$ cat config.mk
export PLATFORM = sky130hd
export DESIGN_NAME = sr_shifter
export DESIGN_NICKNAME = d
export VERILOG_FILES = /design/src/rtl/sr_shifter.sv
export SDC_FILE = /design/constraint.sdc
export NUM_CORES = 1
export LEC_CHECK = 0
export BUFFER_PORTS_ARGS = -buffer_cell sky130_fd_sc_hd__buf_2
export CORE_UTILIZATION = 56
export DETAILED_ROUTE_END_ITERATION = 10
export PLACE_DENSITY = 0.75
export SYNTH_ARGS = -nofsm -noshare
export SYNTH_HDL_FRONTEND = slang
export SYNTH_SLANG_ARGS = --single-unit
export TNS_END_PERCENT = 1
$ cat constraint.sdc
create_clock -name i_clk -period 3.8 [get_ports i_clk]
set_input_delay 0.76 -clock i_clk [delete_from_list [all_inputs] [get_ports i_clk]]
set_output_delay 0.76 -clock i_clk [all_outputs]
set_load 0.02 [all_outputs]
$ cat src/rtl/sr_shifter.sv
// rtl/sr_shifter.sv - serial shifter for a 74HC595-style chain; SR_SHIFTER_LSB_FIRST_EN selects LSB-first order
module sr_shifter #(
    parameter int WIDTH = 8,
    parameter int DIV   = 2
) (
    input  logic             i_clk,
    input  logic             i_rst_n,
    input  logic [WIDTH-1:0] i_data,
    input  logic             i_load,
    input  logic             i_latch,
    output logic             o_busy,
    output logic             o_sck,
    output logic             o_sdo,
    output logic             o_rck
);

    localparam int BW = $clog2(WIDTH + 1);
    localparam int DW = $clog2(DIV + 1);
    localparam logic [BW-1:0] BIT_LAST = BW'(WIDTH - 1);
    localparam logic [DW-1:0] DIV_LAST = DW'(DIV - 1);

    typedef enum logic [1:0] {IDLE, LATCH, SETUP, HIGH} state_t;

    state_t           state;
    logic [WIDTH-1:0] shreg;
    logic [BW-1:0]    bit_cnt;
    logic [DW-1:0]    div_cnt;
    logic             load_pend;

`ifdef SR_SHIFTER_LSB_FIRST_EN
    function automatic logic tap(input logic [WIDTH-1:0] w);
        return w[0];
    endfunction
    function automatic logic [WIDTH-1:0] advance(input logic [WIDTH-1:0] w);
        return w >> 1;
    endfunction
`else
    function automatic logic tap(input logic [WIDTH-1:0] w);
        return w[WIDTH-1];
    endfunction
    function automatic logic [WIDTH-1:0] advance(input logic [WIDTH-1:0] w);
        return w << 1;
    endfunction
`endif

    always_ff @(posedge i_clk or negedge i_rst_n) begin
        if (!i_rst_n) begin
            state     <= IDLE;
            shreg     <= '0;
            bit_cnt   <= '0;
            div_cnt   <= '0;
            load_pend <= 1'b0;
            o_busy    <= 1'b0;
            o_sck     <= 1'b0;
            o_sdo     <= 1'b0;
            o_rck     <= 1'b0;
        end else begin
            case (state)
                IDLE: begin
                    div_cnt <= '0;
                    bit_cnt <= '0;
                    if (i_latch) begin
                        state  <= LATCH;
                        o_busy <= 1'b1;
                        o_rck  <= 1'b1;
                        if (i_load) begin
                            shreg     <= i_data;
                            load_pend <= 1'b1;
                        end
                    end else if (i_load) begin
                        state  <= SETUP;
                        shreg  <= i_data;
                        o_busy <= 1'b1;
                        o_sdo  <= tap(i_data);
                    end
                end
                LATCH: begin
                    if (div_cnt == DIV_LAST) begin
                        div_cnt <= '0;
                        o_rck   <= 1'b0;
                        // The pending word was captured at request time, so the RCK pulse latches the previous word
                        if (load_pend) begin
                            load_pend <= 1'b0;
                            state     <= SETUP;
                            bit_cnt   <= '0;
                            o_sdo     <= tap(shreg);
                        end else begin
                            state  <= IDLE;
                            o_busy <= 1'b0;
                        end
                    end else begin
                        div_cnt <= div_cnt + DW'(1);
                    end
                end
                SETUP: begin
                    if (div_cnt == DIV_LAST) begin
                        div_cnt <= '0;
                        state   <= HIGH;
                        o_sck   <= 1'b1;
                    end else begin
                        div_cnt <= div_cnt + DW'(1);
                    end
                end
                HIGH: begin
                    if (div_cnt == DIV_LAST) begin
                        div_cnt <= '0;
                        o_sck   <= 1'b0;
                        if (bit_cnt == BIT_LAST) begin
                            state  <= IDLE;
                            o_busy <= 1'b0;
                            o_sdo  <= 1'b0;
                        end else begin
                            state   <= SETUP;
                            bit_cnt <= bit_cnt + BW'(1);
                            shreg   <= advance(shreg);
                            o_sdo   <= tap(advance(shreg));
                        end
                    end else begin
                        div_cnt <= div_cnt + DW'(1);
                    end
                end
                default: state <= IDLE;
            endcase
        end
    end

endmodule

==> results by group, run 1 <==
Clocking
  • Root Driver: clkbuf_4
  • CTS Buf Count: 3
  • H-tree levels: 1
  • CTS max path bufs: 2
  • Hold_buf cts: 0
  • Clock-pin slew on the worst setup and hold paths: between 100 and 150 ps
  • Clock Sinks: 21
  • Post-CTS Setup Inserts: 0
  • Clock Latency Late Sink: 300 ps
  • CTS tree: done
  • # resized after CTS: 0

Synth
  • Post-Synthesis Cell Area: ~1100 um^2
  • Register area share after synthesis: between 40% and 50%
  • Synth area leader: dfrtp_1
  • Synth area leaders: dfrtp_1 46%, mux2_4 9.2%, buf_6 3.9%
  • Share of the synthesized area in the top cell type: 46.1%
  • Mean area per synthesized cell: 11.2 um^2
  • YS warnings: 0
  • Net count after synthesis: around 120
  • Post-Synthesis Cells: 102
  • Register bit total from synthesis: 21
  • Synth unique cells: 37

Critical path
  • CP max FO: 10
  • WP depth: 3
  • Element type at the critical path start: flop
  • Crit Path Class: flop to flop
  • Crit end category: flop
  • Reg2reg start: div_cnt[0]$_DFF_PN0_
  • Reg2Reg Setup Slack: approximately 1800 ps
  • Worst Reg-to-Reg Cells: 3
  • Required time worst endpoint: 3980 ps
  • Worst path top cell family by delay: compound AO/OA/AOI/OAI gates
  • Reg-to-reg endpoint: shreg[7]$_DFFE_PN0P_
  • WP buf/inv: 0
  • Worst Path Arrival: 2180 ps
  • Slowest cell on crit path: a32o_1
  • Delay of the slowest critical-path stage: 580 ps
  • Cell Chain, Critical Path: nor2b_1 -> a32o_1 -> mux2_4

Floorplan
  • IO Count: 16
  • Die height: 47.1 um
  • Initial core utilization: 62.7%
  • Row count: 15
  • Die Footprint: 2220 um^2
  • Die X: 47.1 um
  • Core footprint: 1820 um^2

Routing
  • DRC violations left: 0
  • Drt initial violations: 12
  • Vias: 805
  • First drt pass iteration count: 4
  • Via/cell ratio: about 5.8
  • WL/cell: 14.4 um
  • Antenna violation net count after detailed routing: 0
  • DRT Wirelength: 2.00 mm

STA
  • Fin crit share: approximately 53%
  • Setup TNS: 0 ps
  • Unrepaired setup endpoints after global routing: false
  • Final hold violation count: 0
  • Final setup fails: 0
  • Clock period minus worst slack: 2000 ps
  • Peak Freq: 501 MHz
  • Slew @ Worst Pin: 655 ps
  • Slew margin rel.: 56.3%
  • Worst Skew: between 9 and 10 ps
  • Max Slew Vio Count: 0
  • Final setup margin: 1800 ps

Global route
  • Vias in the first global route: 736
  • Initial antenna violation count: 0
  • Gr ovfl total: 0
  • Largest net degree at the start of global routing: 22
  • First-pass GRT wire length: 3.20 mm
  • GR Util All Layers: a little over a fifth

Place
  • Routability Congestion: 0.845
  • Setup Slack @ Placement: between 1500 and 2000 ps
  • Port bufs: 15
  • Hpwl dp: 1.45 mm
  • DP Area: 1190 um^2

Cells and area
  • Diodes inserted: 0
  • Layout Utilization: 66.8%
  • Nets@finish: 128
  • Final Cell Area: 1220 um^2
  • Area Overhead vs Synth: 6.58%
  • Layout cells sized above 1: 28.1%

Power and ir drop
  • Static Leakage: 0.539 nW
  • Pwr Density: 765 nW/um^2
  • Max VDD drop: 434 uV

Flow run
  • Max-cap violations: 0

Hold path
  • Worst Hold Class: primary input to async pin

Run status
  • Status: finished, final reports clean
[worst max-delay path by stage]
stage                                    start              endpoint  slack (ps)
after floorplan                        i_latch     o_sdo$_DFFE_PN0P_        2230
after global placement    state[0]$_DFFE_PN0P_  shreg[5]$_DFFE_PN0P_        1870
after detailed placement  state[0]$_DFFE_PN0P_  shreg[3]$_DFFE_PN0P_        1860
after CTS                 state[0]$_DFFE_PN0P_  shreg[7]$_DFFE_PN0P_        1830
after global routing      div_cnt[0]$_DFF_PN0_  shreg[5]$_DFFE_PN0P_        1700
final                     div_cnt[0]$_DFF_PN0_  shreg[7]$_DFFE_PN0P_        1800
[final cells by class]
class | instances | area [um^2]
Fill cell | 156 | 604
Multi-Input combinational cell | 70 | 543
Sequential cell | 21 | 526
Timing Repair Buffer | 15 | 75.1
Tap cell | 25 | 31.3
Clock buffer | 4 | 26.3
Inverter | 4 | 15.0
[cells by family (layout without fill, tap and decap cells)]
family                     Yosys count  count (layout)  synth area share, %
DFF                                 21              21                 46.1
adders and majority gates            1               1                 1.10
and+or+nand+nor                     30              30                 15.0
muxes                               14              14                 16.1
AOI/OAI and AO/OA                   25              25                 15.4
buffers and inverters               11              23                 6.36
[synth_stat cells]
cell type and count:
a21boi_0 2, a32o_1 1, nor2_1 5, a41oi_1 1, nand3_1 3, nand2b_1 2, and4_1 1, a211o_1 1
a311oi_1 3, a211oi_1 1, and2_4 1, o22a_1 1, nor2b_1 2, nor4b_1 1, and3_1 1, o21a_1 1
nand2_1 5, ha_1 1, a31o_2 1, mux2_2 4, o211ai_1 2, or2_2 1, nand4_1 2, buf_6 4
and3b_1 1, a31oi_1 3, a21oi_1 1, nor3_1 1, dfrtp_1 21, o21ai_0 7, clkbuf_1 2, inv_1 4
mux2_4 7, and2_1 1, nand3b_1 3, mux2_1 3, buf_2 1
[cell usage in the layout, fill, tap and decap left out, types with 4 or more instances in the layout]
cell type   n
dfrtp_1    21
inv_1       4
mux2_4      7
mux2_2      4
o21ai_0     7
nor2_1      5
buf_2      15
nand2_1     5
[flip-flops by register name, indices dropped and copies added (netlist names)]
name / count
bit_cnt: 4
div_cnt: 2
load_pend: 1
o_busy: 1
o_rck: 1
o_sck: 1
o_sdo: 1
shreg: 8
state: 2
[worst register-to-register path: cells and delay by family, from the launching register on]
| kind | cells | cell delay [ps] |
|---|---|---|
| simple gates | 1 | 560 |
| flops | 1 | 400 |
| compound gates | 1 | 580 |
| mux | 1 | 340 |
[per-layer routing]
| layer | up-vias | global-route usage, % | part of all wire [%] |
|---|---|---|---|
| li1 | 401 | - | - |
| met3 | 4 | 4.62 | 2.1 |
| met5 | - | 0 | 0 |
| met1 | 389 | 30.8 | 52 |
| met4 | 0 | 10.9 | 1.7 |
| met2 | 11 | 31.4 | 44 |
[per-stage QoR]
step                hold WS [ps]  power [mW]  cells
floorplan                    450       0.802    102
global placement             463       0.823    135
detailed placement           482       0.832    135
CTS                          399       0.939    139
global route                 422       0.999    139
finish                       393       0.931    139
[power by group]
| part | switching [mW] | leakage (nW) | internal (mW) | total (mW) |
|---|---|---|---|---|
| clock | 0.0621 | 0.0150 | 0.0408 | 0.103 |
| combinational | 0.197 | 0.279 | 0.239 | 0.435 |
| sequential | 0.0806 | 0.245 | 0.312 | 0.392 |
Power figures use the tool's default switching activity.
==> run 2, diff against run 1 <==
Settings changed: CORE_UTILIZATION 56 to 50, PLACE_DENSITY 0.75 to 0.71.
Clock period 3.8 ns to 1.75 ns, I/O delays scaled along.
==> run 2 against run 1 <==
Via count grew 5.0%; wire length rose by 7.0%; non-clock buffer count increased by 8; first-iteration DRC count rose by 130%; combinational power grew to 2.5 times the previous value; core utilization down 4.5 points; hold slack got worse by 77 ps; maximum frequency is 24% higher; clock power rose by 120%; critical path type unchanged.
==> results by group, run 2 (synthesis results as in run 1) <==
Power and ir drop
  • Comb pwr share: 51.1% (was 46.8%)
  • Pint: 1.36 mW (was 0.591 mW)
  • Sequential power share: 38.3% (was 42.2%)
  • Static Leakage: 0.584 nW (was 0.539 nW)
  • Clock network power share: 10.6% (was 11.1%)
  • Net Switching: 0.787 mW (was 0.340 mW)
  • Max VDD drop: 969 uV (was 434 uV)
  • Sw Share: 36.7% (was 36.5%)
  • Pwr Density: 1670 nW/um^2 (was 765 nW/um^2)

Place
  • Setup Slack @ Placement: 18.3 ps (was 1860 ps)
  • Routability Congestion: 0.805 (was 0.845)
  • Hpwl dp: 1.62 mm (was 1.45 mm)
  • Port bufs: 15 (unchanged)
  • DP Area: 1240 um^2 (was 1190 um^2)

Cells and area
  • Most frequent cells in the layout: 21 x dfrtp_1, 15 x buf_2, 7 x mux2_4, 7 x o21ai_0, 7 x buf_4 (was 21 x dfrtp_1, 15 x buf_2, 7 x mux2_4, 7 x o21ai_0)
  • Number of fill cells: 167 (was 156)
  • Register area: 526 um^2 (unchanged)
  • Diodes inserted: 0 (unchanged)
  • Largest register FFs: 8 (unchanged)
  • Final Cell Area: 1280 um^2 (was 1220 um^2)
  • Area of the multi-input gates: 544 um^2 (was 543 um^2)
  • Most common cell after layout, fill and taps aside: dfrtp_1 (unchanged)
  • Biggest register: shreg (unchanged)
  • Largest registers: shreg: 8 flops, bit_cnt: 4 flops (unchanged)
  • Layout cells sized above 1: 33.6% (was 28.1%)
  • Nets@finish: 136 (was 128)
  • Layout Utilization: 62.3% (was 66.8%)
  • Area Overhead vs Synth: 12.5% (was 6.58%)

Hold path
  • Worst Hold Class: primary input to flop (was primary input to async pin)
  • Hold path depth: 3

STA
  • Slew @ Worst Pin: 462 ps (was 655 ps)
  • Setup TNS: 0 ps (unchanged)
  • Final hold violation count: 0 (unchanged)
  • Unrepaired setup endpoints after global routing: false (unchanged)
  • Fin crit share: 92.3% (was 52.6%)
  • Final setup margin: 135 ps (was 1800 ps)
  • Slew margin rel.: 69.2% (was 56.3%)
  • Peak Freq: 619 MHz (was 501 MHz)
  • Worst Skew: 2.19 ps (was 9.42 ps)
  • Final setup fails: 0 (unchanged)
  • Clock period minus worst slack: 1610 ps (was 2000 ps)
  • Max Slew Vio Count: 0 (unchanged)

Global route
  • Met2 Resource Use GR: 29.3% (was 31.4%)
  • Vias in the first global route: 803 (was 736)
  • First-pass GRT wire length: 3.60 mm (was 3.20 mm)
  • GR Util All Layers: 19.8% (was 21.7%)
  • Gr ovfl total: 0 (unchanged)
  • Initial antenna violation count: 0 (unchanged)
  • Largest net degree at the start of global routing: 22 (unchanged)
  • GRT busiest layer: met2 (unchanged)
  • GR Layer Usage met1: 27.2% (was 30.8%)
  • Met3 GRT Util: 4.63% (was 4.62%)

Critical path
  • Cell Chain, Critical Path: ha_1 -> nand3b_1 -> a32o_2 -> mux2_4 (was nor2b_1 -> a32o_1 -> mux2_4)
  • WP depth: 4 (was 3)
  • CP max FO: 8 (was 10)
  • Worst Reg-to-Reg Cells: 4 (was 3)
  • Crit end category: flop (unchanged)
  • WP buf/inv: 0 (unchanged)
  • Slowest cell on crit path: dfrtp_1 (was a32o_1)
  • Element type at the critical path start: flop (unchanged)
  • Crit Path Class: flop to flop (unchanged)
  • Worst path top cell family by delay: flip-flops (was compound AO/OA/AOI/OAI gates)
  • Delay of the slowest critical-path stage: 430 ps (was 580 ps)
  • Required time worst endpoint: 1950 ps (was 3980 ps)
  • Worst Path Arrival: 1810 ps (was 2180 ps)

Routing
  • Antenna violation net count after detailed routing: 0 (unchanged)
  • WL/cell: 14.3 um (was 14.4 um)
  • DRC violations left: 0 (unchanged)
  • DRT Wirelength: 2.14 mm (was 2.00 mm)
  • First drt pass iteration count: 4 (unchanged)
  • Drt initial violations: 27 (was 12)
  • Vias: 845 (was 805)
  • Via/cell ratio: 5.67 (was 5.79)

Clocking
  • CTS Buf Count: 3 (unchanged)
  • H-tree levels: 1 (unchanged)
  • Clock Latency Late Sink: 300 ps (about the same)
  • Root Driver: clkbuf_4 (unchanged)
  • CTS max path bufs: 2 (unchanged)
  • Clock Sinks: 21 (unchanged)
  • Post-CTS Setup Inserts: 0 (unchanged)
  • CTS tree: done (unchanged)
  • Clock-pin slew on the worst setup and hold paths: 110 ps (about the same)

Run status
  • Status: finished, final reports clean (unchanged)

Floorplan
  • Die Footprint: 2480 um^2 (was 2220 um^2)
  • Die height: 49.8 um (was 47.1 um)
  • IO Count: 16 (unchanged)
  • Core footprint: 2060 um^2 (was 1820 um^2)
  • Row count: 16 (was 15)
  • Die X: 49.8 um (was 47.1 um)
  • Initial core utilization: 55.3% (was 62.7%)

Flow run
  • Max-cap violations: 0 (unchanged)
## run 2: cell types whose count changed in the layout (fill, tap and decap cells not counted), sizes merged
cell / before / now
dlygate4sd3: 0 / 1
clkbuf: 4 / 3
buf: 15 / 22
clkinv: 0 / 1
## run 2: final timing paths
path / slack (ps) / to / from
setup / recovery: 140 / shreg[7]$_DFFE_PN0P_ / bit_cnt[0]$_DFFE_PN0P_
hold / removal: 320 / shreg[0]$_DFFE_PN0P_ / i_data[0]
setup reg to reg: 140 / shreg[7]$_DFFE_PN0P_ / bit_cnt[0]$_DFFE_PN0P_
hold reg to reg: 500 / div_cnt[0]$_DFF_PN0_ / div_cnt[0]$_DFF_PN0_
max in group asynchronous: 920 / shreg[1]$_DFFE_PN0P_ / i_rst_n
min in group asynchronous: 520 / o_rck$_DFFE_PN0P_ / i_rst_n
## run 2: layer usage
metal | vias up | wire length, um
met3 | 4 | 64
met2 | 17 | 1010
met1 | 407 | 1030
li1 | 417 | -
met5 | - | 0
met4 | 0 | 35
## run 2: area by class of cell
| type | instances | share of cell area (%) |
|---|---|---|
| multi-input combinational | 70 | 42.4 |
| sequential | 21 | 40.9 |
| timing repair buffer | 23 | 10.7 |
| tap | 27 | 2.63 |
| clock buffer | 3 | 1.75 |
| inverter | 4 | 1.17 |
| clock inverter | 1 | 0.390 |
## run 2: timing repair
action	CTS	global route
endpoints found under the hold margin	21	0
gates resized for setup	0	1
endpoints found under the setup margin	0	7
hold buffers	1	0
## run 2: power groups by stage
stage	clock network, mW	registers [mW]	logic, mW
after CTS	0.242	0.814	1.10
after floorplan	0	0.827	0.915
final	0.227	0.820	1.10
after global routing	0.264	0.844	1.20
after detailed placement	0	0.819	1.11
after global placement	0	0.817	1.06
## run 2: worst register-to-register path, delay by kind of cell (launching register included)
family / cells / cell delay, ps
flip-flops: 1 / 430
AO/OA/AOI/OAI: 1 / 370
multiplexers: 1 / 330
adder cells (fa/ha/maj): 1 / 250
AND/OR/NAND/NOR: 1 / 130
## run 2: metrics by stage
| stage | total power, mW | hold slack, ps | std cells |
|---|---|---|---|
| finish | 2.14 | 316 | 149 |
| global route | 2.31 | 330 | 149 |
| CTS | 2.16 | 307 | 149 |
| detailed placement | 1.92 | 334 | 144 |
| global placement | 1.88 | 329 | 144 |
| floorplan | 1.74 | 54.4 | 102 |
